## src/rtl/fetch_block_unpacker.sv

```systemverilog
// Fetch block unpacker: takes one fetch block with a slot-valid mask and
// emits the valid slots one per cycle, lowest slot first, toward the fifo.
module fetch_block_unpacker #(
    parameter int N_SLOTS     = 4,
    parameter int ENTRY_WIDTH = 32
) (
    input  logic                           clk,
    input  logic                           rst,
    input  logic                           flush,
    input  logic                           blk_valid,
    output logic                           blk_ready,
    input  logic [N_SLOTS*ENTRY_WIDTH-1:0] blk_data,
    input  logic [N_SLOTS-1:0]             blk_mask,
    output logic                           enq_valid,
    input  logic                           enq_ready,
    output logic [ENTRY_WIDTH-1:0]         enq_data,
    output logic                           enq_last
);

    typedef enum logic {
        EMPTY,
        DRAIN
    } state_t;

    localparam logic [N_SLOTS-1:0] ONE = N_SLOTS'(1);

    state_t                         state;
    state_t                         state_nx;
    logic [N_SLOTS*ENTRY_WIDTH-1:0] held_data;
    logic [N_SLOTS-1:0]             rem_mask;
    logic [N_SLOTS-1:0]             rem_nx;
    logic [N_SLOTS-1:0]             low_bit;
    logic                           enq_fire;
    logic                           blk_fire;

    // Isolate the lowest pending slot; a single pending bit marks the last beat.
    assign low_bit  = rem_mask & (~rem_mask + ONE);
    assign enq_last = (rem_mask != '0) && ((rem_mask & (rem_mask - ONE)) == '0);

    // Select the held instruction at the lowest pending slot.
    always_comb begin
        enq_data = '0;
        for (int i = 0; i < N_SLOTS; i++) begin
            if (low_bit[i]) begin
                enq_data = held_data[i*ENTRY_WIDTH +: ENTRY_WIDTH];
            end
        end
    end

    // Handshake outputs and next mask/state; flush beats a new block beats a clear.
    always_comb begin
        enq_valid = 1'b0;
        blk_ready = 1'b0;
        enq_fire  = 1'b0;
        blk_fire  = 1'b0;
        rem_nx    = rem_mask;
        state_nx  = state;

        enq_valid = ~rst & ~flush & (state == DRAIN);
        enq_fire  = enq_valid & enq_ready;
        blk_ready = ~rst & ~flush & ((state == EMPTY) | (enq_fire & enq_last));
        blk_fire  = blk_valid & blk_ready;

        if (flush) begin
            rem_nx = '0;
        end else if (blk_fire) begin
            rem_nx = blk_mask;
        end else if (enq_fire) begin
            rem_nx = rem_mask & ~low_bit;
        end

        state_nx = (rem_nx != '0) ? DRAIN : EMPTY;
    end

    // State register; reset drops any pending slots.
    always_ff @(posedge clk) begin
        if (rst) begin
            state    <= EMPTY;
            rem_mask <= '0;
        end else begin
            state    <= state_nx;
            rem_mask <= rem_nx;
        end
    end

    // Capture the block payload on acceptance.
    always_ff @(posedge clk) begin
        if (blk_fire) begin
            held_data <= blk_data;
        end
    end

endmodule

```

## config.mk

```make
export PLATFORM = sky130hd
export DESIGN_NAME = fetch_block_unpacker
export DESIGN_NICKNAME = d
export VERILOG_FILES = /design/src/rtl/fetch_block_unpacker.sv
export SDC_FILE = /design/constraint.sdc
export NUM_CORES = 1
export LEC_CHECK = 0
export CORE_ASPECT_RATIO = 2
export CORE_MARGIN = 1.5
export CORE_UTILIZATION = 25
export DETAILED_ROUTE_END_ITERATION = 6
export PLACE_DENSITY_LB_ADDON = 0.08
export SYNTH_ARGS = -nofsm -noshare
export SYNTH_HDL_FRONTEND = slang
export SYNTH_SLANG_ARGS = --single-unit
```

## constraint.sdc

```tcl
create_clock -name clk -period 14.7 [get_ports clk]
set_clock_uncertainty 0.15 [all_clocks]
set_input_delay 3.675 -clock clk [delete_from_list [all_inputs] [get_ports clk]]
set_output_delay 3.675 -clock clk [all_outputs]
set_load 0.005 [all_outputs]
```

==> flow_summary.ini <==
[clock_network]
hold_buffers = 0
ctsResizeCount = 0
cts_tree = done
clock_latency_ps = 410
clkTransAtPathRegs_ps = 50
cts_setup_buffers = 0
cts_root_buf = clkbuf_16
cts_sinks = 133
cts_buffers = 17
clockBufferDepth = 2
htree_levels = 4

[timing]
drv_slew = 0
min_period_ps = 9020
worst_pin_slew_ps = 994
timing.slew.headroom_pct = 33.6
tns_ps = 0
setup_viol = 0
hold_violations = 0
rsz0062_at_grt = no
fmax_mhz = 111
fin_crit_sh_pct = 61.3

[synth]
syn_area_mm2 = 0.00504
ys_top_cells_by_count = edfxtp_1 (128), nor2_1 (34), a221o_1 (32), a22oi_1 (32), buf_2 (11)
yosysMostFrequentCell = edfxtp_1
ys_seq_area_share_pct = 78.2
synth-edff-count = 128
synth_top_area_share_pct = 76.2
syn_inst = 294
yosys_register_bits = 133
synth_warnings = 0
netlist_top_cells_area = edfxtp_1 (76%), a221o_1 (6.4%), a22oi_1 (4.8%)
ys_types = 36
syn_nets = 431
async_flop_share_pct = 0
syn_avg_cell_area_um2 = 17.1
yosysTopAreaCell = edfxtp_1
synth-main-ff-cell = edfxtp_1

[critical_path]
critPathRequiredTime_ps = 10880
crit_fanout = 5
cp-end-kind = output port
critPathKind = in2out
cp.arrival_ps = 5190
cp-start-kind = primary input

[drt]
top_layer = met4
drt_iter0_drc = 128
finalWirelength_um = 13700
dr.pass1.iters = 5
wl_met2_um = 7720
wl_per_cell_um = 18.4
drcViolationCount = 0
ant_nets = 0
vias = 3359
vias_per_cell = 4.51
wl_met1_um = 4930
dr_wl_met3_um = 688

[placement]
dpl-instance-area_mm2 = 0.00703
place.gp.congestion = 0.705
io_buffers = 171
dp_hpwl_um = 8720

[grt]
grt_pass1_vias = 3576
grt_pass1_wl_um = 19900
grt_usage_pct = 13.3
grt_max_degree = 74
grt_overflow = 0
antenna_found_initial = 3

[final_layout]
final_nets = 603
fin_area_mm2 = 0.00763
synthToLayoutAreaGrowth_pct = 51.4
fillers = 1945
layout-drive-gt1-share_pct = 9.19

[pwr]
powerDensity_mw_per_mm2 = 123
p_leak_uw = 0.00252
internal_power_uw = 747
seqPwrFrac_pct = 46.2
switching_share_pct = 20.5
combinationalPowerShare_pct = 8.7
p_clk_share_pct = 45.1
p_sw_uw = 192
ir_worst_vdd_mv = 0.0598

[hold_path]
hp-class = reg2reg

[floorplan]
die_y_um = 204
die_width_um = 103
core_mm2 = 0.0198
pin_count = 172
start_util_pct = 25.4
row_count = 73
dieArea_mm2 = 0.0211

[job]
max_cap_viol_count = 0

[status]
status = complete, no violations
cells by family (layout without fill, tap and decap cells):
kind of cell,Yosys count,count (layout),share of synthesized area [%]
DFF,133,133,78.2
AOI/OAI and AO/OA,83,83,14.5
and+or+nand+nor,51,51,4.79
buffers and inverters,25,210,2.13
adders and majority gates,1,1,0.199
xor gates and xnor gates,1,1,0.174
other,0,3,0
worst max-delay path, cell delays in order:
cell and delay [ps]:
clkdlybuf4s50_1 510, nor2b_1 80, a31o_1 250, nor3_1 150
clkdlybuf4s50_1 530
per-stage QoR:
step | total power [uW] | setup slack (ps) | util (%) | hold WS [ps] | instances
finish | 939 | 5680 | 38.5 | 491 | 744
global route | 977 | 5630 | 38.5 | 523 | 744
CTS | 955 | 5700 | 38.5 | 463 | 741
detailed placement | 524 | 5700 | 35.5 | 443 | 709
global placement | 523 | 5720 | 35.5 | 463 | 709
floorplan | 468 | 4550 | - | 378 | 294
final timing paths:
| path | startpoint | to | slack [ps] | depth (start not counted) |
|---|---|---|---|---|
| max reg2reg | rem_mask[1] | held_data[8] | 10960 | 7 |
| min | rem_mask[2] | rem_mask[2] | 490 | 2 |
| max | enq_ready | blk_ready | 5680 | 5 |
| min reg2reg | rem_mask[2] | rem_mask[2] | 490 | 2 |
layer usage:
| layer | vias up | global-route usage, % |
|---|---|---|
| li1 | 1568 | - |
| met4 | 0 | 7.72 |
| met3 | 21 | 3.52 |
| met5 | - | 0 |
| met1 | 1652 | 13.3 |
| met2 | 118 | 24.0 |
registers in the layout (all words and copies together) (netlist names):
name and cells:
state 1, held_data 128, rem_mask 4
cell type report:
type / instances / area (um2) / area share (%)
tap: 262 / 328 / 4.30
sequential: 133 / 3950 / 51.7
multi-input combinational: 136 / 1010 / 13.2
inverter: 3 / 11.3 / 0.148
timing repair buffer: 175 / 1740 / 22.8
antenna: 3 / 7.51 / 0.0984
clock inverter: 14 / 160 / 2.10
clock buffer: 18 / 429 / 5.62
power by group through the flow:
stage | combinational, uW | sequential, uW | clock (uW)
after floorplan | 24.9 | 443 | 0
after global placement | 81.8 | 441 | 0
after detailed placement | 82.5 | 442 | 0
after CTS | 83.0 | 434 | 439
after global routing | 87.8 | 435 | 455
final | 81.4 | 434 | 424
layout by cell type, fill, tap and decap left out, drive strengths merged, types with 2 or more instances in the layout:
master | Yosys | routed
bufinv | 0 | 3
or3 | 2 | 2
diode | 0 | 3
a22oi | 32 | 32
nand4 | 3 | 3
clkdlybuf4s50 | 0 | 171
nor3 | 2 | 2
and2 | 2 | 2
clkinvlp | 0 | 3
o211ai | 2 | 2
dfxtp | 5 | 5
buf | 15 | 4
nor2 | 34 | 34
a21oi | 3 | 3
o31ai | 2 | 2
nand2 | 2 | 2
inv | 3 | 4
o2111ai | 2 | 2
clkinv | 0 | 7
a221o | 32 | 32
clkbuf | 7 | 18
edfxtp | 128 | 128
nor2b | 2 | 2
o311ai | 2 | 2
Power figures use the tool's default switching activity.
